==> src/rtl/spi_pkg.sv <==
`default_nettype none
// ============================================================================
// spi_pkg : shared types and helpers for the SPI controller/peripheral pair
// Rev 1.0
// ============================================================================
package spi_pkg;

  localparam int DATA_WIDTH_DEFAULT = 8;

  typedef enum logic [0:0] {
    IDLE   = 1'b0,
    ACTIVE = 1'b1
  } spi_state_e;

  localparam logic [0:0] ST_IDLE   = IDLE;
  localparam logic [0:0] ST_ACTIVE = ACTIVE;

  typedef struct packed {
    logic pol;
    logic pha;
  } spi_mode_t;

  // Leading edge: sck leaves its idle level.
  function automatic logic is_leading(input logic prev, input logic cur, input logic pol);
    return (prev == pol) && (cur != pol);
  endfunction

  // Valid only when an sck edge is present.
  function automatic logic is_sample(input spi_mode_t mode, input logic leading);
    return leading ^ mode.pha;
  endfunction

endpackage
`default_nettype wire

==> src/rtl/spi_peripheral_if.sv <==
`default_nettype none
// ============================================================================
// spi_peripheral_if : SPI pins plus tx/rx register-adapter handshake
// Rev 1.0
// ============================================================================
interface spi_peripheral_if
  import spi_pkg::*;
#(
  parameter int DATA_WIDTH = DATA_WIDTH_DEFAULT
) ();

  logic                  sck;
  logic                  cs_n;
  logic                  mosi;
  logic                  miso;
  logic                  miso_oe;
  logic                  pol;
  logic                  pha;
  logic [DATA_WIDTH-1:0] tx_data;
  logic                  tx_valid;
  logic                  tx_ready;
  logic [DATA_WIDTH-1:0] rx_data;
  logic                  rx_valid;
  logic                  tx_underrun;
  logic                  busy;

  modport slave (
    input  sck, cs_n, mosi, pol, pha, tx_data, tx_valid,
    output miso, miso_oe, tx_ready, rx_data, rx_valid, tx_underrun, busy
  );

  modport master (
    output sck, cs_n, mosi, pol, pha, tx_data, tx_valid,
    input  miso, miso_oe, tx_ready, rx_data, rx_valid, tx_underrun, busy
  );

endinterface
`default_nettype wire

==> src/rtl/spi_sync_edge.sv <==
`default_nettype none
// ============================================================================
// spi_sync_edge : multi-flop synchronizer with rise/fall detection
// Rev 1.0
// ============================================================================
module spi_sync_edge
  import spi_pkg::*;
#(
  parameter int SYNC_STAGES = 2
) (
  input  wire logic clk,
  input  wire logic async_in,
  output logic      sync_out,
  output logic      rise,
  output logic      fall
);

  // No reset on the chain: it must keep tracking the pin through a reset so
  // that a chip select already low when reset lifts is not mistaken for a fall.
  logic [SYNC_STAGES-1:0] chain;
  logic                   prev;

  generate
    if (SYNC_STAGES > 1) begin : g_chain
      always_ff @(posedge clk) begin
        chain <= {chain[SYNC_STAGES-2:0], async_in};
      end
    end else begin : g_single
      always_ff @(posedge clk) begin
        chain <= async_in;
      end
    end
  endgenerate

  always_ff @(posedge clk) begin
    prev <= chain[SYNC_STAGES-1];
  end

  assign sync_out = chain[SYNC_STAGES-1];
  assign rise     = sync_out & ~prev;
  assign fall     = ~sync_out & prev;

endmodule
`default_nettype wire

==> src/rtl/spi_peripheral.sv <==
`default_nettype none
// ============================================================================
// spi_peripheral : oversampled SPI target, all four pol/pha modes
// Rev 1.0
// ============================================================================
module spi_peripheral
  import spi_pkg::*;
#(
  parameter int                    DATA_WIDTH  = DATA_WIDTH_DEFAULT,
  parameter logic [DATA_WIDTH-1:0] TX_DEFAULT  = '0,
  parameter int                    SYNC_STAGES = 2
) (
  input  wire logic        clk,
  input  wire logic        rst,
  spi_peripheral_if.slave  bus
);

  localparam int                CNT_W    = $clog2(DATA_WIDTH + 1);
  localparam logic [CNT_W-1:0]  LAST_BIT = CNT_W'(DATA_WIDTH - 1);

  logic sck_sync, sck_rise, sck_fall;
  logic cs_sync, cs_rise, cs_fall;
  logic mosi_sync;
  logic [SYNC_STAGES-1:0] mosi_chain;

  logic [0:0]            state;
  spi_mode_t             mode;
  logic [DATA_WIDTH-1:0] tx_shift;
  logic [DATA_WIDTH-2:0] rx_shift;
  logic [CNT_W-1:0]      bit_cnt;
  logic                  first_edge;
  logic [DATA_WIDTH-1:0] hold_data;
  logic                  hold_full;
  logic [DATA_WIDTH-1:0] rx_data;
  logic                  rx_valid;
  logic                  tx_underrun;

  logic                  sck_edge, sck_prev, lead;
  logic                  sample_edge, shift_edge;
  logic                  load_req;
  logic [DATA_WIDTH-1:0] load_val;
  logic [DATA_WIDTH-1:0] rx_next;
  logic                  is_active;

  spi_sync_edge #(.SYNC_STAGES(SYNC_STAGES)) u_sck_sync (
    .clk      (clk),
    .async_in (bus.sck),
    .sync_out (sck_sync),
    .rise     (sck_rise),
    .fall     (sck_fall)
  );

  spi_sync_edge #(.SYNC_STAGES(SYNC_STAGES)) u_cs_sync (
    .clk      (clk),
    .async_in (bus.cs_n),
    .sync_out (cs_sync),
    .rise     (cs_rise),
    .fall     (cs_fall)
  );

  // mosi shares the sck latency so the sampled bit lines up with its edge
  generate
    if (SYNC_STAGES > 1) begin : g_mosi_chain
      always_ff @(posedge clk) begin
        mosi_chain <= {mosi_chain[SYNC_STAGES-2:0], bus.mosi};
      end
    end else begin : g_mosi_single
      always_ff @(posedge clk) begin
        mosi_chain <= bus.mosi;
      end
    end
  endgenerate

  assign mosi_sync = mosi_chain[SYNC_STAGES-1];

  assign is_active   = (state == ST_ACTIVE);
  assign sck_edge    = sck_rise | sck_fall;
  assign sck_prev    = sck_sync ^ sck_edge;
  assign lead        = sck_edge & is_leading(sck_prev, sck_sync, mode.pol);
  assign sample_edge = sck_edge & is_sample(mode, lead);
  assign shift_edge  = sck_edge & ~is_sample(mode, lead);
  assign rx_next     = {rx_shift, mosi_sync};

  // A shift edge with no bits pending starts a new byte (never the very first
  // leading edge of a pha=1 frame, whose MSB was already presented at cs_n fall).
  assign load_req = (!is_active && cs_fall)
                  | (is_active && !cs_rise && shift_edge && !first_edge && (bit_cnt == '0));
  assign load_val = hold_full ? hold_data : TX_DEFAULT;

  always_ff @(posedge clk) begin
    if (rst) begin
      hold_data <= '0;
      hold_full <= 1'b0;
    end else if (load_req && hold_full) begin
      hold_full <= 1'b0;
    end else if (bus.tx_valid && !hold_full) begin
      hold_data <= bus.tx_data;
      hold_full <= 1'b1;
    end
  end

  always_ff @(posedge clk) begin
    if (rst) begin
      state       <= ST_IDLE;
      mode        <= '0;
      tx_shift    <= '0;
      rx_shift    <= '0;
      bit_cnt     <= '0;
      first_edge  <= 1'b0;
      rx_data     <= '0;
      rx_valid    <= 1'b0;
      tx_underrun <= 1'b0;
    end else begin
      rx_valid    <= 1'b0;
      tx_underrun <= load_req & ~hold_full;
      if (load_req) begin
        tx_shift <= load_val;
      end
      case (state)
        ST_IDLE: begin
          if (cs_fall) begin
            mode       <= '{pol: bus.pol, pha: bus.pha};
            bit_cnt    <= '0;
            first_edge <= 1'b1;
            state      <= ST_ACTIVE;
          end
        end
        ST_ACTIVE: begin
          if (cs_rise) begin
            state   <= ST_IDLE;
            bit_cnt <= '0;
          end else begin
            if (sck_edge) begin
              first_edge <= 1'b0;
            end
            if (sample_edge) begin
              rx_shift <= rx_next[DATA_WIDTH-2:0];
              if (bit_cnt == LAST_BIT) begin
                rx_data  <= rx_next;
                rx_valid <= 1'b1;
                bit_cnt  <= '0;
              end else begin
                bit_cnt <= bit_cnt + 1'b1;
              end
            end
            if (shift_edge && !first_edge && (bit_cnt != '0)) begin
              tx_shift <= {tx_shift[DATA_WIDTH-2:0], 1'b0};
            end
          end
        end
        default: state <= ST_IDLE;
      endcase
    end
  end

  // Output enable follows the synchronized chip select directly, one cycle
  // ahead of the state register.
  assign bus.miso_oe     = ~cs_sync & (is_active | (cs_fall & ~rst));
  assign bus.busy        = bus.miso_oe;
  assign bus.miso        = is_active & tx_shift[DATA_WIDTH-1];
  assign bus.tx_ready    = ~hold_full;
  assign bus.rx_data     = rx_data;
  assign bus.rx_valid    = rx_valid;
  assign bus.tx_underrun = tx_underrun;

endmodule
`default_nettype wire

==> src/flat_wrapper.sv <==
// flat-port wrapper written by rule: the top's interface ports become plain ports
module spi_peripheral_flat import spi_pkg::*;
#(
  parameter int                    DATA_WIDTH  = DATA_WIDTH_DEFAULT,
  parameter logic [DATA_WIDTH-1:0] TX_DEFAULT  = '0,
  parameter int                    SYNC_STAGES = 2
)
  (clk, rst, bus_sck, bus_cs_n, bus_mosi, bus_pol, bus_pha, bus_tx_data, bus_tx_valid, bus_miso, bus_miso_oe, bus_tx_ready, bus_rx_data, bus_rx_valid, bus_tx_underrun, bus_busy);
  spi_peripheral_if #(.DATA_WIDTH(DATA_WIDTH)) bus_i ();
  input  wire logic clk;
  input  wire logic rst;
  input wire logic [$bits(bus_i.sck)-1:0] bus_sck;
  input wire logic [$bits(bus_i.cs_n)-1:0] bus_cs_n;
  input wire logic [$bits(bus_i.mosi)-1:0] bus_mosi;
  input wire logic [$bits(bus_i.pol)-1:0] bus_pol;
  input wire logic [$bits(bus_i.pha)-1:0] bus_pha;
  input wire logic [$bits(bus_i.tx_data)-1:0] bus_tx_data;
  input wire logic [$bits(bus_i.tx_valid)-1:0] bus_tx_valid;
  output wire logic [$bits(bus_i.miso)-1:0] bus_miso;
  output wire logic [$bits(bus_i.miso_oe)-1:0] bus_miso_oe;
  output wire logic [$bits(bus_i.tx_ready)-1:0] bus_tx_ready;
  output wire logic [$bits(bus_i.rx_data)-1:0] bus_rx_data;
  output wire logic [$bits(bus_i.rx_valid)-1:0] bus_rx_valid;
  output wire logic [$bits(bus_i.tx_underrun)-1:0] bus_tx_underrun;
  output wire logic [$bits(bus_i.busy)-1:0] bus_busy;
  assign bus_i.sck = bus_sck;
  assign bus_i.cs_n = bus_cs_n;
  assign bus_i.mosi = bus_mosi;
  assign bus_i.pol = bus_pol;
  assign bus_i.pha = bus_pha;
  assign bus_i.tx_data = bus_tx_data;
  assign bus_i.tx_valid = bus_tx_valid;
  assign bus_miso = bus_i.miso;
  assign bus_miso_oe = bus_i.miso_oe;
  assign bus_tx_ready = bus_i.tx_ready;
  assign bus_rx_data = bus_i.rx_data;
  assign bus_rx_valid = bus_i.rx_valid;
  assign bus_tx_underrun = bus_i.tx_underrun;
  assign bus_busy = bus_i.busy;
  spi_peripheral #(.DATA_WIDTH(DATA_WIDTH), .TX_DEFAULT(TX_DEFAULT), .SYNC_STAGES(SYNC_STAGES)) u_core (.clk(clk), .rst(rst), .bus(bus_i));
endmodule
==> config.mk <==
export PLATFORM = sky130hd
export DESIGN_NAME = spi_peripheral_flat
export DESIGN_NICKNAME = d
export VERILOG_FILES = /design/src/rtl/spi_pkg.sv /design/src/rtl/spi_peripheral_if.sv /design/src/rtl/spi_sync_edge.sv /design/src/rtl/spi_peripheral.sv /design/src/flat_wrapper.sv
export SDC_FILE = /design/constraint.sdc
export NUM_CORES = 1
export LEC_CHECK = 0
export CAP_MARGIN = 25
export CORE_MARGIN = 1
export CORE_UTILIZATION = 45
export CTS_BUF_LIST = sky130_fd_sc_hd__clkbuf_4 sky130_fd_sc_hd__clkbuf_8
export DETAILED_ROUTE_END_ITERATION = 8
export PLACE_DENSITY = 0.7
export SYNTH_ARGS = -nofsm -noshare
export SYNTH_HDL_FRONTEND = slang
export SYNTH_SLANG_ARGS = --single-unit
==> constraint.sdc <==
create_clock -name clk -period 1.6 [get_ports clk]
set_clock_uncertainty 0.05 [all_clocks]
set_input_delay 0.32 -clock clk [delete_from_list [all_inputs] [get_ports clk]]
set_output_delay 0.32 -clock clk [all_outputs]
set_load 0.1 [all_outputs]
==> results of run 1 <==
[sequential cells by signal, indices dropped and copies added, names as in the netlist, 2 cells and up]
signal	cells
u_core.bus.rx_data	8
u_core.rx_shift	7
u_core.hold_data	8
u_core.mode	2
u_core.mosi_chain	2
u_core.u_sck_sync.chain	2
u_core.bit_cnt	4
u_core.u_cs_sync.chain	2
u_core.tx_shift	8
[worst paths after layout]
check,from,cells after the start,endpoint
worst max register to register,u_core.bit_cnt[0],6,u_core.tx_shift[6]
worst max-delay path,u_core.bit_cnt[0],6,u_core.tx_shift[6]
worst min-delay path,u_core.mosi_chain[0],0,u_core.mosi_chain[1]
worst min register to register,u_core.mosi_chain[0],0,u_core.mosi_chain[1]
[per-stage QoR]
step / setup WS (ns) / cells
floorplan: -0.260 / 246
global placement: -0.156 / 340
detailed placement: -0.206 / 340
CTS: -0.0471 / 351
global route: -0.168 / 351
finish: -0.0989 / 351
[metal layers]
layer / GRT usage / wire, um / up-vias
li1: - / - / 981
met1: 0.274 / 2410 / 950
met2: 0.365 / 2630 / 62
met3: 0.0478 / 267 / 13
met4: 0.0871 / 104 / 0
met5: 0 / 0 / -
[critical path, stage by stage, from the launching register on]
cell	delay, ns
dfxtp_2	0.34
inv_2	0.05
ha_4	0.15
nor3b_4	0.15
or3_4	0.40
nand2b_4	0.20
a311oi_2	0.27
[synthesized netlist by cell type (2+ instances only)]
cell type / number / area, sq um
ha_1: 2 / 25.0
mux2_2: 2 / 22.5
nor3_1: 8 / 40.0
buf_4: 2 / 15.0
and2b_1: 2 / 15.0
nor3b_1: 2 / 15.0
or3_1: 2 / 12.5
clkbuf_1: 12 / 45.0
a21oi_1: 23 / 115
o2111ai_1: 2 / 17.5
dfxtp_1: 50 / 1000
o211ai_1: 14 / 105
and2_1: 9 / 56.3
a311oi_1: 6 / 52.6
nand2b_1: 3 / 18.8
mux2i_2: 2 / 27.5
o21ai_0: 10 / 50.1
nand2_1: 40 / 150
nor2b_1: 3 / 18.8
mux2i_1: 8 / 80.1
nand4_1: 2 / 12.5
buf_2: 3 / 15.0
o21ai_1: 2 / 10.0
nor2_1: 4 / 15.0
inv_1: 5 / 18.8
nand3_1: 8 / 40.0
[kinds of logic (layout without fill, tap and decap cells)]
kind of cell / count (synthesis) / count (layout) / share of synthesized area
adders and majority gates: 2 / 2 / 0.0115
buffers and inverters: 24 / 77 / 0.0499
muxes: 12 / 12 / 0.0596
DFF: 50 / 50 / 0.458
xor gates and xnor gates: 2 / 2 / 0.00802
and+or+nand+nor: 89 / 89 / 0.209
AOI/OAI and AO/OA: 67 / 67 / 0.204
[power groups by stage]
stage                     combinational (mW)  sequential, mW  clock (mW)
after detailed placement               0.399            1.34           0
final                                  0.446            1.32       0.912
after global placement                 0.394            1.34           0
after global routing                   0.478            1.32       0.959
after CTS                              0.416            1.31       0.916
after floorplan                        0.248            1.34           0
[layout make-up]
cell class	instances	area [sq um]	share of cell area
Sequential cell	50	1020	0.318
Clock inverter	1	30.0	0.00939
Multi-Input combinational cell	172	1230	0.385
Clock buffer	6	82.6	0.0258
Timing Repair Buffer	65	747	0.234
Tap cell	52	65.1	0.0203
Inverter	5	25.0	0.00782
[what timing repair did]
item,4_1_cts,5_1_grt
gates resized for setup,15,26
setup buffers,5,0
pin swaps,2,10
endpoints found under the setup margin,27,30
==> impl_metrics.py, run 1 <==
metrics = {
    "global_routing": {
        "grt_use_total": 0.218,
        "grt_pass1_wl_um": 8710,
        "grt_max_degree": 21,
        "grt_pass1_vias": 1941,
        "antenna_found_initial": 0,
        "grt_overflow_total": 0,
    },
    "route": {
        "routed_wl_um": 5410,
        "drtPass1Iterations": 4,
        "ant_nets": 0,
        "drc": 0,
        "detail_route.iter0.violations": 162,
        "dr_total_vias": 2006,
        "wl_per_cell_um": 15.4,
        "via_per_inst": 5.72,
    },
    "floorplan": {
        "die_area_sq_um": 5130,
        "initial_core_util": 0.485,
        "core_area_sq_um": 4500,
        "die_h_um": 71.7,
        "io_pins": 30,
        "chipWidth_um": 71.7,
        "rows": 24,
    },
    "worst_setup_path": {
        "cp-start-kind": "register",
        "criticalPathCategory": "register to register",
        "crit_required_ns": 1.77,
        "cp.arrival_ns": 1.87,
        "crit_path_max_fanout": 7,
        "ff2ff_setup_slack_ns": -0.1,
        "worstSetupEndpointType": "register",
    },
    "clock_network": {
        "clockBufferDepth": 2,
        "clock-root-buffer": "clkbuf_8",
        "cts_tree": "done",
        "clkTransAtPathRegs_ns": 0.09,
        "cts_buffers": 5,
        "clock_sinks": 50,
        "hold_buffers": 0,
        "clock_latency_ns": 0.31,
        "htree_levels": 2,
    },
    "power": {
        "irDropWorstVdd_v": 0.000700,
        "comb_power_share": 0.167,
        "p_switching_mw": 0.692,
        "seq_power_share": 0.492,
        "pwr-share-clk": 0.341,
        "leakage_nw": 1.15,
        "p_sw_frac": 0.259,
        "power.density_nw_per_um2": 836,
        "internal_power_mw": 1.98,
        "total_power_mw": 2.67,
    },
    "synth": {
        "synthesis.nets": 264,
        "ys_seq_area_frac": 0.458,
        "syn_inst": 246,
        "async_reset_ff_frac": 0,
        "synth_cell_type_count": 46,
        "ys_warn_count": 0,
        "ys_ff_latch": 50,
        "synth_area_sq_um": 2180,
        "syn_area_per_cell_sq_um": 8.88,
        "synth-edff-count": 0,
        "ys_dominant_reg_cell": "dfxtp_1",
    },
    "outcome": {
        "status": "finished, violations left",
        "failed_checks": "negative setup slack",
    },
    "finish": {
        "fill_cells": 347,
        "layout_common_cells": "42 x dfxtp_1, 39 x nand2_1, 29 x buf_4",
        "final_common_cell": "dfxtp_1",
        "fin_area_sq_um": 3200,
        "drive_gt1_frac": 0.324,
        "finish.utilization": 0.710,
        "diodes": 0,
        "num-nets-final": 317,
        "area_growth_pct": 46.5,
    },
    "placed_design": {
        "gp_congestion": 0.872,
        "dpl_cell_area_sq_um": 2890,
        "io_buffers": 29,
        "place_hpwl_um": 3540,
    },
    "min_path": {
        "min_path_type": "register to register",
    },
    "sta": {
        "relSlewSlack": 0.765,
        "hold_ws_ns": 0.284,
        "tns_ns": -0.701,
        "setup_viol": 13,
        "tightest_slew_ns": 0.353,
        "setup_ws_ns": -0.0989,
        "fmax_mhz": 589,
        "period_minus_slack_ns": 1.70,
        "hold_viol": 0,
        "fin_crit_sh": 1.06,
        "rsz0062_at_grt": "yes",
        "report.final.slew_viol_count": 0,
    },
    "run": {
        "maxCapViolCount": 0,
    },
}
No activity file was read; power rests on OpenSTA's default activity.
==> run 2: changes to the inputs <==
--- a/config.mk
+++ b/config.mk
@@ -6,7 +6,7 @@
 export NUM_CORES = 1
 export LEC_CHECK = 0
 export CAP_MARGIN = 25
-export CORE_MARGIN = 1
+export CORE_MARGIN = 2
 export CORE_UTILIZATION = 45
 export CTS_BUF_LIST = sky130_fd_sc_hd__clkbuf_4 sky130_fd_sc_hd__clkbuf_8
 export DETAILED_ROUTE_END_ITERATION = 8
==> run 2 against run 1 <==
The flow still finishes with violations (negative setup slack). Maximum frequency up 1.2%. Final cell count grew 2.3%. Wire length shrank 6.5%. Worst hold slack got worse by 0.0014 ns. Register-to-register slack improved by 0.02 ns.
==> impl_metrics.py, run 2 (synthesis results as in run 1) <==
metrics = {
    "global_routing": {
        "antenna_found_initial": 0,
        "grt_overflow_total": 0,
        "grt_pass1_vias": 1751,
        "grt_use_total": 0.186,
        "grt_max_degree": 22,
        "grt_pass1_wl_um": 7940,
    },
    "power": {
        "p_sw_frac": 0.261,
        "internal_power_mw": 1.95,
        "leakage_nw": 1.17,
        "comb_power_share": 0.171,
        "p_switching_mw": 0.687,
        "seq_power_share": 0.499,
        "irDropWorstVdd_v": 0.000528,
        "pwr-share-clk": 0.330,
        "power.density_nw_per_um2": 818,
    },
    "min_path": {
        "hp-start": "u_core.u_sck_sync.chain[0]",
        "min_path_type": "register to register",
        "min_to": "u_core.u_sck_sync.chain[1]",
        "whs_path_depth": 0,
    },
    "sta": {
        "setup_ws_ns": -0.0781,
        "relSlewSlack": 0.746,
        "hold_viol": 0,
        "period_minus_slack_ns": 1.68,
        "report.final.slew_viol_count": 0,
        "fmax_mhz": 596,
        "rsz0062_at_grt": "yes",
        "setup_viol": 8,
        "fin_crit_sh": 1.05,
        "tns_ns": -0.260,
        "tightest_slew_ns": 0.381,
    },
    "route": {
        "drc": 0,
        "drtPass1Iterations": 4,
        "routed_wl_um": 5050,
        "ant_nets": 0,
        "dr_total_vias": 2015,
        "via_per_inst": 5.61,
        "detail_route.iter0.violations": 107,
        "wl_per_cell_um": 14.1,
    },
    "worst_setup_path": {
        "path_cells": "inv_2, ha_4, nor3b_4, or3_4, buf_4, nor3_1, a311oi_1",
        "r2r-end": "u_core.tx_shift[2]",
        "critPathSlowestCell": "or3_4",
        "cp-start-kind": "register",
        "ff2ff_setup_slack_ns": -0.08,
        "cp.arrival_ns": 1.81,
        "crit_required_ns": 1.73,
        "worstSetupEndpointType": "register",
        "max_stage_delay_ns": 0.37,
        "crit_path_max_fanout": 5,
        "timing.rr.start": "u_core.bit_cnt[0]",
        "ff2ff_path_depth": 7,
        "criticalPathCategory": "register to register",
    },
    "floorplan": {
        "io_pins": 30,
        "core_area_sq_um": 4690,
        "die_h_um": 73.7,
        "die_area_sq_um": 5430,
        "rows": 25,
        "initial_core_util": 0.465,
        "chipWidth_um": 73.7,
    },
    "clock_network": {
        "clockBufferDepth": 2,
        "htree_levels": 2,
        "cts_tree": "done",
        "clock_sinks": 50,
        "hold_buffers": 0,
        "clkTransAtPathRegs_ns": 0.09,
        "cts_buffers": 5,
        "clock-root-buffer": "clkbuf_8",
        "clock_latency_ns": 0.30,
    },
    "finish": {
        "layout_common_cells": "43 x dfxtp_1, 39 x nand2_1, 37 x buf_4",
        "area_growth_pct": 47.4,
        "fin_area_sq_um": 3220,
        "reg_top3": "u_core.bus.rx_data (8), u_core.hold_data (8), u_core.tx_shift (8)",
        "diodes": 0,
        "stdcell_count": 359,
        "num-nets-final": 323,
        "final_common_cell": "dfxtp_1",
        "drive_gt1_frac": 0.338,
        "fill_cells": 339,
    },
    "placed_design": {
        "io_buffers": 29,
        "dpl_cell_area_sq_um": 2900,
        "dpl.cell_count": 343,
        "gp_congestion": 0.827,
        "place_hpwl_um": 3330,
    },
    "outcome": {
        "status": "finished, violations left",
        "failed_checks": "negative setup slack",
    },
    "run": {
        "maxCapViolCount": 0,
    },
}
## run 2: changes by cell type in the layout (fill, tap and decap cells not counted), moves of 2 or more
cell | previous run | this run
buf_4 | 29 | 37
dfxtp_4 | 3 | 1
nor3_1 | 6 | 4
nor3_2 | 2 | 4
o21ai_0 | 8 | 10
o21ai_1 | 4 | 2
## run 2: power by group through the flow
stage,Sequential (mW),Combinational [mW],Clock (mW)
after floorplan,1.34,0.248,0
after CTS,1.32,0.414,0.888
after global placement,1.34,0.394,0
after global routing,1.32,0.478,0.920
final,1.32,0.449,0.869
after detailed placement,1.34,0.399,0
## run 2: worst max-delay path: cells and delay by family, from the launching register on
family	cells	cell delay [ns]
AOI/OAI and AO/OA	1	0.09
adders and majority gates	1	0.15
buffers and inverters	2	0.21
DFF	1	0.34
and+or+nand+nor	3	0.71
## run 2: area by class of cell
cell class	instances	area, sq um	share of cell area
multi-input combinational	172	1230	0.381
sequential	50	1010	0.314
timing repair buffer	71	781	0.243
clock buffer	5	68.8	0.0214
tap	54	67.6	0.0210
clock inverter	2	38.8	0.0120
inverter	5	25.0	0.00777
## run 2: timing repair
item,4_1_cts,5_1_grt
pin swaps,2,4
endpoints found under the setup margin,28,30
gates cloned,0,0
gates resized for setup,14,18
setup buffers,4,5
## run 2: worst max-delay path by stage
stage	slack [ns]	startpoint	depth (start not counted)	to
after floorplan	-0.26	rst	6	bus_miso_oe
after global placement	-0.19	rst	4	u_core.bit_cnt[3]
after detailed placement	-0.21	rst	4	u_core.bit_cnt[3]
after CTS	-0.07	u_core.mode[0]	6	u_core.tx_shift[2]
after global routing	-0.11	u_core.u_cs_sync.chain[1]	6	u_core.tx_shift[2]
final	-0.08	u_core.bit_cnt[0]	7	u_core.tx_shift[2]
## run 2: metal layers
layer	global-route usage	up-vias	wire, um
met4	0.0889	0	127
met3	0.0302	13	269
met2	0.288	69	2370
met1	0.253	943	2280
met5	0	-	0
li1	-	990	-
## run 2: through the flow
step	hold WS [ns]	worst slack, ns	total power [mW]	util
global route	0.289	-0.113	2.72	0.686
floorplan	0.260	-0.260	1.59	-
CTS	0.285	-0.0689	2.62	0.660
detailed placement	0.264	-0.207	1.74	0.618
finish	0.283	-0.0781	2.63	0.686
global placement	0.263	-0.187	1.73	0.618
